<file path="src/rtl/loop_step_pkg.sv">
// Shared state and trace-event encodings for loop_step_engine.
package loop_step_pkg;

  typedef enum logic [1:0] {
    IDLE = 2'd0,
    RUN  = 2'd1,
    DONE = 2'd2
  } state_t;

  typedef enum logic [1:0] {
    EV_INC_A = 2'd0,
    EV_INC_B = 2'd1,
    EV_BREAK = 2'd2
  } ev_t;

endpackage

</file>
<file path="src/rtl/loop_step_engine.sv">
// One-iteration-per-cycle bounded accumulate loop with continue/break control.
// Optional trace port (ev, ev_vld) enabled by defining LOOP_STEP_ENGINE_TRACE_EN.
module loop_step_engine
  import loop_step_pkg::*;
#(
  parameter int W       = 32,
  parameter int ITERS   = 15,
  parameter int A_LIMIT = 100,
  parameter int B_LIMIT = 10,
  parameter int A_STEP  = 10,
  parameter int B_STEP  = 5,
  localparam int IW     = (ITERS > 0) ? $clog2(ITERS + 1) : 1
) (
  input  logic                clk,
  input  logic                rst,
  input  logic                start,
  output logic                busy,
  output logic                done,
  output logic                brk,
  output logic signed [W-1:0] a,
  output logic signed [W-1:0] b,
  output logic [IW-1:0]       iter
`ifdef LOOP_STEP_ENGINE_TRACE_EN
  ,
  output logic [1:0]          ev,
  output logic                ev_vld
`endif
);

  localparam logic [IW-1:0]       ITERS_C  = IW'(ITERS);
  localparam logic signed [W-1:0] A_LIM_C  = W'(A_LIMIT);
  localparam logic signed [W-1:0] B_LIM_C  = W'(B_LIMIT);
  localparam logic signed [W-1:0] A_STEP_C = W'(A_STEP);
  localparam logic signed [W-1:0] B_STEP_C = W'(B_STEP);

  // Two's-complement wrap: overflow silently discards the carry.
  function automatic logic signed [W-1:0] add_wrap(input logic signed [W-1:0] x,
                                                   input logic signed [W-1:0] y);
    return x + y;
  endfunction

  state_t                r_state;
  logic signed [W-1:0]   r_a;
  logic signed [W-1:0]   r_b;
  logic [IW-1:0]         r_iter;
  logic                  r_busy;
  logic                  r_done;
  logic                  r_brk;

  logic                  w_last;
  logic                  w_a_over;
  logic                  w_b_over;
  logic [IW-1:0]         w_iter_nxt;
  logic                  w_fin;

  assign w_last     = (r_iter == ITERS_C);
  assign w_a_over   = (r_a > A_LIM_C);
  assign w_b_over   = (r_b > B_LIM_C);
  assign w_iter_nxt = r_iter + 1'b1;
  // The iteration that breaks or reaches the bound ends the run on the same edge.
  assign w_fin      = (w_a_over && w_b_over) || (w_iter_nxt == ITERS_C);

  always_ff @(posedge clk) begin
    if (rst) begin
      r_state <= IDLE;
      r_a     <= '0;
      r_b     <= '0;
      r_iter  <= '0;
      r_busy  <= 1'b0;
      r_done  <= 1'b0;
      r_brk   <= 1'b0;
    end else begin
      case (r_state)
        IDLE: begin
          r_done <= 1'b0;
          if (start) begin
            r_a     <= '0;
            r_b     <= '0;
            r_iter  <= '0;
            r_brk   <= 1'b0;
            r_busy  <= 1'b1;
            r_state <= RUN;
          end
        end
        RUN: begin
          if (w_last) begin
            r_busy  <= 1'b0;
            r_done  <= 1'b1;
            r_state <= DONE;
          end else begin
            r_iter <= w_iter_nxt;
            if (w_a_over && w_b_over) begin
              r_brk <= 1'b1;
            end else if (w_a_over) begin
              r_b <= add_wrap(r_b, B_STEP_C);
            end else begin
              r_a <= add_wrap(r_a, A_STEP_C);
            end
            if (w_fin) begin
              r_busy  <= 1'b0;
              r_done  <= 1'b1;
              r_state <= DONE;
            end
          end
        end
        DONE: begin
          r_done  <= 1'b0;
          r_state <= IDLE;
        end
        default: begin
          r_busy  <= 1'b0;
          r_done  <= 1'b0;
          r_state <= IDLE;
        end
      endcase
    end
  end

  assign busy = r_busy;
  assign done = r_done;
  assign brk  = r_brk;
  assign a    = r_a;
  assign b    = r_b;
  assign iter = r_iter;

`ifdef LOOP_STEP_ENGINE_TRACE_EN
  // Trace decodes the iteration being executed in the current RUN cycle.
  always_comb begin
    ev     = EV_INC_A;
    ev_vld = 1'b0;
    if (r_state == RUN && !w_last) begin
      ev_vld = 1'b1;
      if (w_a_over && w_b_over) ev = EV_BREAK;
      else if (w_a_over)        ev = EV_INC_B;
      else                      ev = EV_INC_A;
    end
  end
`endif

endmodule

</file>
<file path="config.mk">
export PLATFORM = sky130hd
export DESIGN_NAME = loop_step_engine
export DESIGN_NICKNAME = d
export VERILOG_FILES = /design/src/rtl/loop_step_pkg.sv /design/src/rtl/loop_step_engine.sv
export SDC_FILE = /design/constraint.sdc
export NUM_CORES = 1
export LEC_CHECK = 0
export CAP_MARGIN = 20
export CORE_MARGIN = 3
export CORE_UTILIZATION = 25
export DETAILED_ROUTE_END_ITERATION = 8
export HOLD_SLACK_MARGIN = 0.02
export SKIP_CTS_REPAIR_TIMING = 1
export SLEW_MARGIN = 40
export SYNTH_ARGS = -nofsm -noshare
export SYNTH_HDL_FRONTEND = slang
export SYNTH_SLANG_ARGS = --single-unit
</file>
<file path="constraint.sdc">
create_clock -name clk -period 8.5 [get_ports clk]
set_clock_uncertainty 0.1 [all_clocks]
set_input_delay 1.7 -clock clk [delete_from_list [all_inputs] [get_ports clk]]
set_output_delay 1.7 -clock clk [all_outputs]
set_load 0.02 [all_outputs]
</file>
==> summary.md <==
| Metric | Value |
|---|---|
| WS Path Type | `in -> reg` |
| Final cycle utilization of the critical path | `48.79%` |
| Startpoint types | `primary input` |
| Worst-Margin Slew | `0.7795 ns` |
| CP Max Fanout | `13` |
| Synth cell count leaders | `dfxtp_1, a21oi_1, nand2_1, nor2_1` |
| Post-synth EDFFs | `0` |
| Clock tree buffer depth | `2` |
| Core area | `0.01459 mm2` |
| Layer with the highest usage | `met2` |
| Drt pass-1 iters | `4` |
| Die area | `0.01643 mm2` |
| Worst r2r path cells | `6` |
| Layout cells sized above 1 | `4.494%` |
| Worst R2R Start | `a[19]$_SDFFE_PP0P_` |
| GRT met1 Usage | `18.82%` |
| Post-Syn Area per Cell | `7.989 um2` |
| Max cap viols | `0` |
| CTS tree | `built` |
| Crit path max-delay cell type | `or4_1` |
| Fin. Hold Viols | `0` |
| #FFs+latches synth | `72` |
| Primary FF master, synth | `dfxtp_1` |
| Final number of setup-violating endpoints | `0` |
| Final nets | `537` |
| WP data required | `8.66 ns` |
| Antenna-violating nets left | `0` |
| GR met3 Demand/Resource | `3.000%` |
| Vias | `3817` |
| Core Rows | `44` |
| Crit path capture type | `register` |
| Max Slew Vio Count | `0` |
| Hold path cells | `2` |
| Worst-path clk slew | `0.06 ns` |
| Dominant cell type by area after synthesis | `dfxtp_1` |
| DRT iter0 DRCs | `263` |
| Vias in the first global route | `3610` |
| Syn nets | `475` |
| Initial antenna violation count | `0` |
| Vias per cell | `5.316` |
| Largest net degree at the start of global routing | `41` |
| R2R Setup Slk | `5.27 ns` |
| # diodes | `0` |
| DP Cell Count | `702` |
| Port Buffers | `72` |
| Fmax | `241.1 MHz` |
| Peak supply drop | `111.9 uV` |
| Most numerous cell in the Yosys netlist | `dfxtp_1` |
| Clock root cell | `clkbuf_16` |
| Tmin final | `4.147 ns` |
| Setup TNS | `0 ns` |
| Clock sink count | `72` |
| WP depth | `7` |
| Post-DP HPWL | `7983 um` |
| Ranking of synthesized cells by area | `dfxtp_1, a21oi_1, nand2_1, or3_1, nand4_1` |
| Hold Path Class | `reg -> reg` |
| Post-layout util | `34.00%` |
| Worst Hold Launch | `done$_SDFFE_PP0P_` |
| Status | `finished, final reports clean` |
| RSZ-0062 raised after global routing | `false` |
| DRC violations left | `0` |
| DR WL/cell | `15.67 um` |
| Synth top area share | `38.63%` |
| Leakage | `1.690 nW` |
| Critical R2R Capture | `a[15]$_SDFFE_PP0P_` |
| Yosys cell types | `44` |
| Area Overhead vs Synth | `32.93%` |
| Post-Route WL | `11250 um` |
| Sequential area share after synthesis | `38.63%` |
| Die height | `128.2 um` |
| Placed cell area | `0.004608 mm2` |
| Finished Layout Cells | `718` |
| First-pass GRT wire length | `18460 um` |
| Buffers and inverters on the worst path | `1` |
| Crit-path leading delay family | `simple AND/OR/NAND/NOR gates` |
| PwrDens | `170.6 mW/mm2` |
| Syn Inst Count | `467` |
| Mapped Area | `0.003731 mm2` |
| FFs w/ async S/R, synth | `0%` |
| Worst-skew pair later-pin latency | `0.33 ns` |
| H-tree depth | `3` |
| CP Cell Sequence | `clkdlybuf4s50_1 > nor2_1 > or3_1 > nor3b_2 > nand2_1 > or4_1 > a21oi_1` |
| Total track usage | `13.80%` |
| Met2 usage | `21.63%` |
| Congestion Overflow GR | `0` |
| Finished Cell Area | `0.004960 mm2` |
| Worst EP arrival | `4.31 ns` |
| Number of I/O pins | `74` |
| Min-Delay Endpoint | `done$_SDFFE_PP0P_` |
| Slew HR | `48.03%` |
| Yosys warns | `0` |
| Critical Path Max Stage Delay | `0.59 ns` |
| Routability congestion estimate | `0.7994` |
| CTS buffer count | `9` |
| Initial Util | `25.57%` |
| Die width | `128.2 um` |
-- through the flow --
step / hold slack, ns / setup slack, ns / power [W]
after CTS: 0.3575 / 4.376 / 0.0008561
after global routing: 0.3815 / 4.185 / 0.0008771
final: 0.3511 / 4.353 / 0.0008460
after global placement: 0.3454 / 4.078 / 0.0004121
after detailed placement: 0.3483 / 4.038 / 0.0004131
after floorplan: 0.3681 / 4.892 / 0.0003931
-- how the worst max path moves through the flow --
stage / from / endpoint / slack [ns]
detailed placement: start / a[30]$_SDFFE_PP0P_ / 4.04
finish: start / a[30]$_SDFFE_PP0P_ / 4.35
global placement: start / a[30]$_SDFFE_PP0P_ / 4.08
global route: start / a[30]$_SDFFE_PP0P_ / 4.18
floorplan: start / b[30]$_SDFFE_PP0P_ / 4.89
CTS: start / a[30]$_SDFFE_PP0P_ / 4.38
-- power breakdown --
part / internal, W / leakage (nW) / switching, W
combinational: 0.0000181 / 0.939 / 0.0000382
clock: 0.000295 / 0.170 / 0.000146
sequential: 0.000342 / 0.582 / 0.00000749
-- cells in the final DEF, fill, tap and decap left out, types with 3 or more instances in the layout --
cell              n
a21o_1            4
a21oi_1          42
and3_1           16
and4_1            8
buf_4             3
bufinv_16         3
clkbuf_16         9
clkdlybuf4s50_1  72
dfxtp_1          72
ha_1              5
inv_1             7
mux2i_1           7
nand2_1          41
nand2b_1          7
nand3_1          25
nand4_1          24
nor2_1           34
nor2b_1           5
nor3_1            6
nor4_1           16
o211ai_1          8
o21ai_0          25
o31ai_1           9
or3_1            25
or4_1            18
xor2_1           13
-- worst register-to-register path, delay by kind of cell, from the launching register on --
kind,cells,cell delay [ns]
and+or+nand+nor,4,1.99
AOI/OAI and AO/OA,2,0.72
DFF,1,0.37
-- per-layer routing --
layer,up-vias,wire length [um]
met5,-,0
met4,0,209
met3,16,740
met2,130,5239
met1,1799,5062
li1,1872,-
-- logic make-up after synthesis --
logic type / synth area share [%]
simple gates: 34.81
compound gates: 16.13
flops: 38.63
buf+inv: 3.488
xor+xnor: 3.286
mux: 1.878
fa+ha+maj: 1.677
other cells: 0.1005
-- registers in the layout, indices dropped and copies added (netlist names) --
name / count
a: 31
b: 32
brk: 1
iter: 4
done: 1
busy: 1
r_state: 2
-- layout make-up --
type / count / area, um2
fillers: 1492 / 9629
well taps: 184 / 230.2
clock inverters: 5 / 103.9
flip-flops and latches: 72 / 1441
multi-input cells: 364 / 2172
inverters: 7 / 26.28
repair buffers: 75 / 743.2
clock buffers: 11 / 242.7
Power figures use the tool's default switching activity.
